File: config.mk
export PLATFORM = sky130hd
export DESIGN_NAME = alarm_controller
export DESIGN_NICKNAME = d
export VERILOG_FILES = /design/src/rtl/alarm_controller.sv
export SDC_FILE = /design/constraint.sdc
export NUM_CORES = 1
export LEC_CHECK = 0
export BUFFER_PORTS_ARGS = -buffer_cell sky130_fd_sc_hd__clkbuf_2
export CORE_AREA = 2 2 63 65
export CTS_BUF_LIST = sky130_fd_sc_hd__clkbuf_4
export DETAILED_ROUTE_END_ITERATION = 10
export DIE_AREA = 0 0 65 67
export SLEW_MARGIN = 20
export SYNTH_ARGS = -nofsm -noshare
export SYNTH_HDL_FRONTEND = slang
export SYNTH_SLANG_ARGS = --single-unit
File: constraint.sdc
create_clock -name CLK -period 1.7 [get_ports CLK]
set_input_delay 0.085 -clock CLK [delete_from_list [all_inputs] [get_ports CLK]]
set_output_delay 0.085 -clock CLK [all_outputs]
set_load 0.005 [all_outputs]
File: src/rtl/alarm_controller.sv
// alarm_controller: turns the alarm/time comparator match into a buzzer enable.
// The buzzer stops when the ring time runs out, on snooze or on stop.
// Ports:
//   CLK        system clock, rising edge
//   RST        synchronous active-high reset
//   TICK_1HZ   one-cycle pulse once per second
//   SAME       level, high while current time equals alarm time
//   ALARM_EN   level, alarm armed
//   SNOOZE     one-cycle snooze button pulse
//   STOP       one-cycle stop button pulse
//   RING       buzzer enable (registered)
//   SNOOZING   high while waiting out a snooze (registered)
//   SNOOZE_CNT snoozes used in the current alarm event (registered)
//   TIMEOUT    one-cycle pulse when a ring ends unattended (registered)
module alarm_controller #(
  parameter int unsigned RING_SECS   = 60,
  parameter int unsigned SNOOZE_SECS = 300,
  parameter int unsigned MAX_SNOOZE  = 3,
  parameter int unsigned TW          = 9
) (
  input  logic       CLK,
  input  logic       RST,
  input  logic       TICK_1HZ,
  input  logic       SAME,
  input  logic       ALARM_EN,
  input  logic       SNOOZE,
  input  logic       STOP,
  output logic       RING,
  output logic       SNOOZING,
  output logic [1:0] SNOOZE_CNT,
  output logic       TIMEOUT
);

  localparam int unsigned CW = 2;
  localparam logic [TW-1:0] RING_LAST   = TW'(RING_SECS - 1);
  localparam logic [TW-1:0] SNOOZE_LAST = TW'(SNOOZE_SECS - 1);
  localparam logic [CW-1:0] SNOOZE_MAX  = CW'(MAX_SNOOZE);

  typedef enum logic [1:0] {
    IDLE        = 2'd0,
    RINGING     = 2'd1,
    SNOOZE_WAIT = 2'd2
  } state_t;

  state_t         state, state_nx;
  logic [TW-1:0]  timer, timer_nx;
  logic [CW-1:0]  cnt_nx;
  logic           timeout_nx;
  logic           same_d;
  logic           trigger;

  // Only a fresh rising edge of SAME while armed starts an alarm event.
  assign trigger = SAME & ~same_d & ALARM_EN;

  // State, timer and registered outputs.
  always_ff @(posedge CLK) begin
    if (RST) begin
      state      <= IDLE;
      timer      <= '0;
      same_d     <= 1'b1;  // a match already in progress at reset never fires
      RING       <= 1'b0;
      SNOOZING   <= 1'b0;
      SNOOZE_CNT <= '0;
      TIMEOUT    <= 1'b0;
    end else begin
      state      <= state_nx;
      timer      <= timer_nx;
      same_d     <= SAME;
      RING       <= (state_nx == RINGING);
      SNOOZING   <= (state_nx == SNOOZE_WAIT);
      SNOOZE_CNT <= cnt_nx;
      TIMEOUT    <= timeout_nx;
    end
  end

  // Next-state logic: disable > stop > snooze > timer expiry.
  always_comb begin
    state_nx   = state;
    timer_nx   = timer;
    cnt_nx     = SNOOZE_CNT;
    timeout_nx = 1'b0;

    if (!ALARM_EN) begin
      state_nx = IDLE;
      timer_nx = '0;
      cnt_nx   = '0;
    end else begin
      unique case (state)
        IDLE: begin
          if (trigger) begin
            state_nx = RINGING;
            timer_nx = '0;
            cnt_nx   = '0;
          end
        end
        RINGING: begin
          if (STOP) begin
            state_nx = IDLE;
            timer_nx = '0;
            cnt_nx   = '0;
          end else if (SNOOZE && (SNOOZE_CNT < SNOOZE_MAX)) begin
            state_nx = SNOOZE_WAIT;
            timer_nx = '0;
            cnt_nx   = SNOOZE_CNT + CW'(1);
          end else if (TICK_1HZ) begin
            if (timer >= RING_LAST) begin
              state_nx   = IDLE;
              timer_nx   = '0;
              cnt_nx     = '0;
              timeout_nx = 1'b1;
            end else begin
              timer_nx = timer + TW'(1);
            end
          end
        end
        SNOOZE_WAIT: begin
          if (STOP) begin
            state_nx = IDLE;
            timer_nx = '0;
            cnt_nx   = '0;
          end else if (TICK_1HZ) begin
            if (timer >= SNOOZE_LAST) begin
              state_nx = RINGING;
              timer_nx = '0;
            end else begin
              timer_nx = timer + TW'(1);
            end
          end
        end
        default: begin
          state_nx = IDLE;
          timer_nx = '0;
          cnt_nx   = '0;
        end
      endcase
    end
  end

endmodule
==> flow_metrics.tcl <==
set metrics [dict create \
    clock.fmax_mhz 529 \
    yosysSeqAreaShare_pct 31.9 \
    grt-ovfl-total 0 \
    ctsHtreeMaxLevel 1 \
    pwr_density_cell_nw_per_um2 437 \
    timing_max_transition_violations_final 0 \
    seqCellArea_um2 352 \
    clk_latency_ns 0.30 \
    antenna_cells 0 \
    gp_congestion 0.828 \
    run_status "finished with violations" \
    finalHoldViolCount 0 \
    clock_sinks 17 \
    final_cells 220 \
    routed_wire_length_mm 3.07 \
    postSynthNetCount 135 \
    pwr-share-clk_pct 33.5 \
    drt-pass1-iter-count 4 \
    design.die.area_um2 4360 \
    ctsRootBufferMaster "sky130_fd_sc_hd__clkbuf_4" \
    multi_input_area_um2 823 \
    n_fill_cell 344 \
    highest_fanout_seen_on_the_critical_path 4 \
    drive_above_1_share_pct 53.5 \
    hold_path_class "in -> reg" \
    critical_path_class "reg -> reg" \
    critical-path-slowest-cell "sky130_fd_sc_hd__or4b_4" \
    max_slew.worst_pin.slew_ns 0.436 \
    synthArstFlopShare_pct 0 \
    grt_use_total_pct 14.9 \
    finalWorstSetupSlack_ns -0.191 \
    power_frac_seq_pct 55.0 \
    max-cap-violations 0 \
    report.final.setup_viol 14 \
    worst_ir_drop_vdd_uv 439 \
    number_of_standard_cells_after_synthesis 122 \
    area.growth.synth_to_final_pct 55.3 \
    detail_route.vias_per_cell 5.09 \
    clkTransAtPathRegs_ns 0.10 \
    skew_ns 0.00352 \
    primary_flip_flop_cell_chosen_by_synthesis_mapping "sky130_fd_sc_hd__dfxtp_1" \
    ys_ff_latch 17 \
    critical_path.max_stage_delay_ns 0.52 \
    place_inst 206 \
    first_global_vias 1176 \
    cts_inserted_buffers 3 \
    syn_avg_cell_area_um2 8.76 \
    clock_tree.buffer_depth 2 \
    period_share_pct 111 \
    power_switching_share_pct 24.9 \
    net-switching-power_uw 180 \
    startpoint_type "register" \
    placementRows 22 \
    buffer_ports.inserted 11 \
    min_hold_slack_ns 0.169 \
    nNetsFinal 186 \
    post-place-ws_ns -0.229 \
    wl_per_cell_um 13.9 \
    worstPathRequired_ns 1.90 \
    critical_path.cell_chain "or4b_4 > nor4_4 > buf_4 > o22a_2 > a21oi_4 > o211a_1" \
    tritoncts_clock_tree "done" \
    horizontal_die_dimension_um 65 \
    route.vias.total 1119 \
    initial_utilization_pct 29.6 \
    worst_ep_arrival_time_ns 2.09 \
    drc_errors_left 0 \
    die_height_um 67 \
    grt_start_max_net_pins 10 \
    ys_warn_count 0 \
    cellInternalPower_uw 544 \
    post_synth_instance_area_um2 1070 \
    synth_cell_types 41 \
    pleak_uw 0.000650 \
    dr.first_iter.drc_count 54 \
    timing.final.crit_period_ns 1.89 \
    combinationalPowerShare_pct 11.5 \
    core_um2 3610 \
    relSlewSlack_pct 70.7 \
    violations "setup timing" \
    i_o_pin_count 12 \
    endpoint_kind "register" \
    post-dp-hpwl_mm 2.08 \
    grt_first_pass_wirelength_mm 5.05 \
    drt.antenna.violating_nets 0 \
    unrepaired_setup_endpoints_after_global_routing "true" \
    synth-edff-count 0 \
    grt_antenna_before_repair 0 \
]
## path summary, 6_finish.rpt
path | startpoint | to | slack, ns | depth (start not counted)
worst max-delay path | timer[6] | SNOOZING | -0.19 | 6
worst min-delay path | ALARM_EN | timer[6] | 0.17 | 4
worst max register to register | timer[6] | SNOOZING | -0.19 | 6
worst min register to register | timer[8] | timer[8] | 0.60 | 2
## per-stage QoR
stage | power (µW) | TNS (ns) | area [µm²] | utilization (%)
4_1_cts | 723 | -1.31 | 1560 | 43.4
2_1_floorplan | 441 | -0.274 | 1080 | -
5_1_grt | 748 | -2.70 | 1660 | 46.0
3_5_place_dp | 469 | -1.67 | 1380 | 38.3
3_3_place_gp | 468 | -1.24 | 1380 | 38.3
6_report | 725 | -1.89 | 1660 | 46.0
## layer usage
| metal | GRT usage (%) | share of wire [%] | routed length, µm | vias up |
|---|---|---|---|---|
| li1 | - | - | - | 537 |
| met1 | 15.5 | 39 | 1210 | 529 |
| met2 | 27.7 | 54 | 1640 | 45 |
| met3 | 5.24 | 5.9 | 182 | 8 |
| met4 | 4.79 | 1.1 | 34 | 0 |
| met5 | 0 | 0 | 0 | - |
## synthesized netlist by cell type (4+ instances only)
cell type | n | area share [%]
sky130_fd_sc_hd__nand3_1 | 4 | 1.9
sky130_fd_sc_hd__o21ai_0 | 5 | 2.3
sky130_fd_sc_hd__ha_1 | 6 | 7.0
sky130_fd_sc_hd__nor3_1 | 5 | 2.3
sky130_fd_sc_hd__nand2_1 | 7 | 2.5
sky130_fd_sc_hd__nor2_1 | 16 | 5.6
sky130_fd_sc_hd__nand2b_1 | 4 | 2.3
sky130_fd_sc_hd__xnor2_1 | 6 | 4.9
sky130_fd_sc_hd__a21oi_1 | 7 | 3.3
sky130_fd_sc_hd__dfxtp_1 | 17 | 32
sky130_fd_sc_hd__inv_1 | 9 | 3.2
## critical path: cells and delay by family, from the launching register on
kind	cells	cell delay, ns
and+or+nand+nor	2	0.83
AOI/OAI and AO/OA	3	0.41
DFF	1	0.37
buffers and inverters	1	0.18
## cell families after synthesis
kind of cell / share of synthesized area, %
AOI/OAI and AO/OA: 21.4
and+or+nand+nor: 28.3
adders and majority gates: 7.03
buffers and inverters: 5.62
DFF: 31.9
xor gates and xnor gates: 5.74
## placed cells by master, fill, tap and decap left out, types with 5 or more instances in the layout
cell and n:
sky130_fd_sc_hd__buf_4 32, sky130_fd_sc_hd__nor3_1 5, sky130_fd_sc_hd__nand2_1 7, sky130_fd_sc_hd__a21oi_1 7, sky130_fd_sc_hd__nor2_1 9, sky130_fd_sc_hd__inv_1 6
sky130_fd_sc_hd__clkbuf_2 11, sky130_fd_sc_hd__xnor2_1 6, sky130_fd_sc_hd__dfxtp_1 12, sky130_fd_sc_hd__nor2_2 7
## state kept, by name, indices dropped and copies added (netlist names)
register and flops:
SNOOZING 1, RING 1, same_d 1, TIMEOUT 1
timer 9, SNOOZE_CNT 2, state 2
## repair_timing
action / in CTS / in global routing
gates cloned: 1 / 0
pin swaps: 12 / 9
setup buffers: 5 / 3
hold buffers: 2 / 0
setup endpoints to repair: 12 / 15
endpoints found under the hold margin: 1 / 0
resized for setup: 20 / 23
## area by class of cell
class / count / area share [%]
multi-input cells: 93 / 49.6
inverters: 9 / 2.04
repair buffers: 49 / 21.7
clock buffers: 4 / 1.81
well taps: 48 / 3.62
flip-flops and latches: 17 / 21.2
## power by group through the flow
stage | clock [µW] | sequential, µW | combinational [µW]
2_1_floorplan | 0 | 411 | 30.3
3_3_place_gp | 0 | 410 | 57.1
3_5_place_dp | 0 | 410 | 58.3
4_1_cts | 245 | 401 | 76.8
5_1_grt | 260 | 399 | 89.2
6_report | 243 | 398 | 83.4
Power figures use the tool's default switching activity.
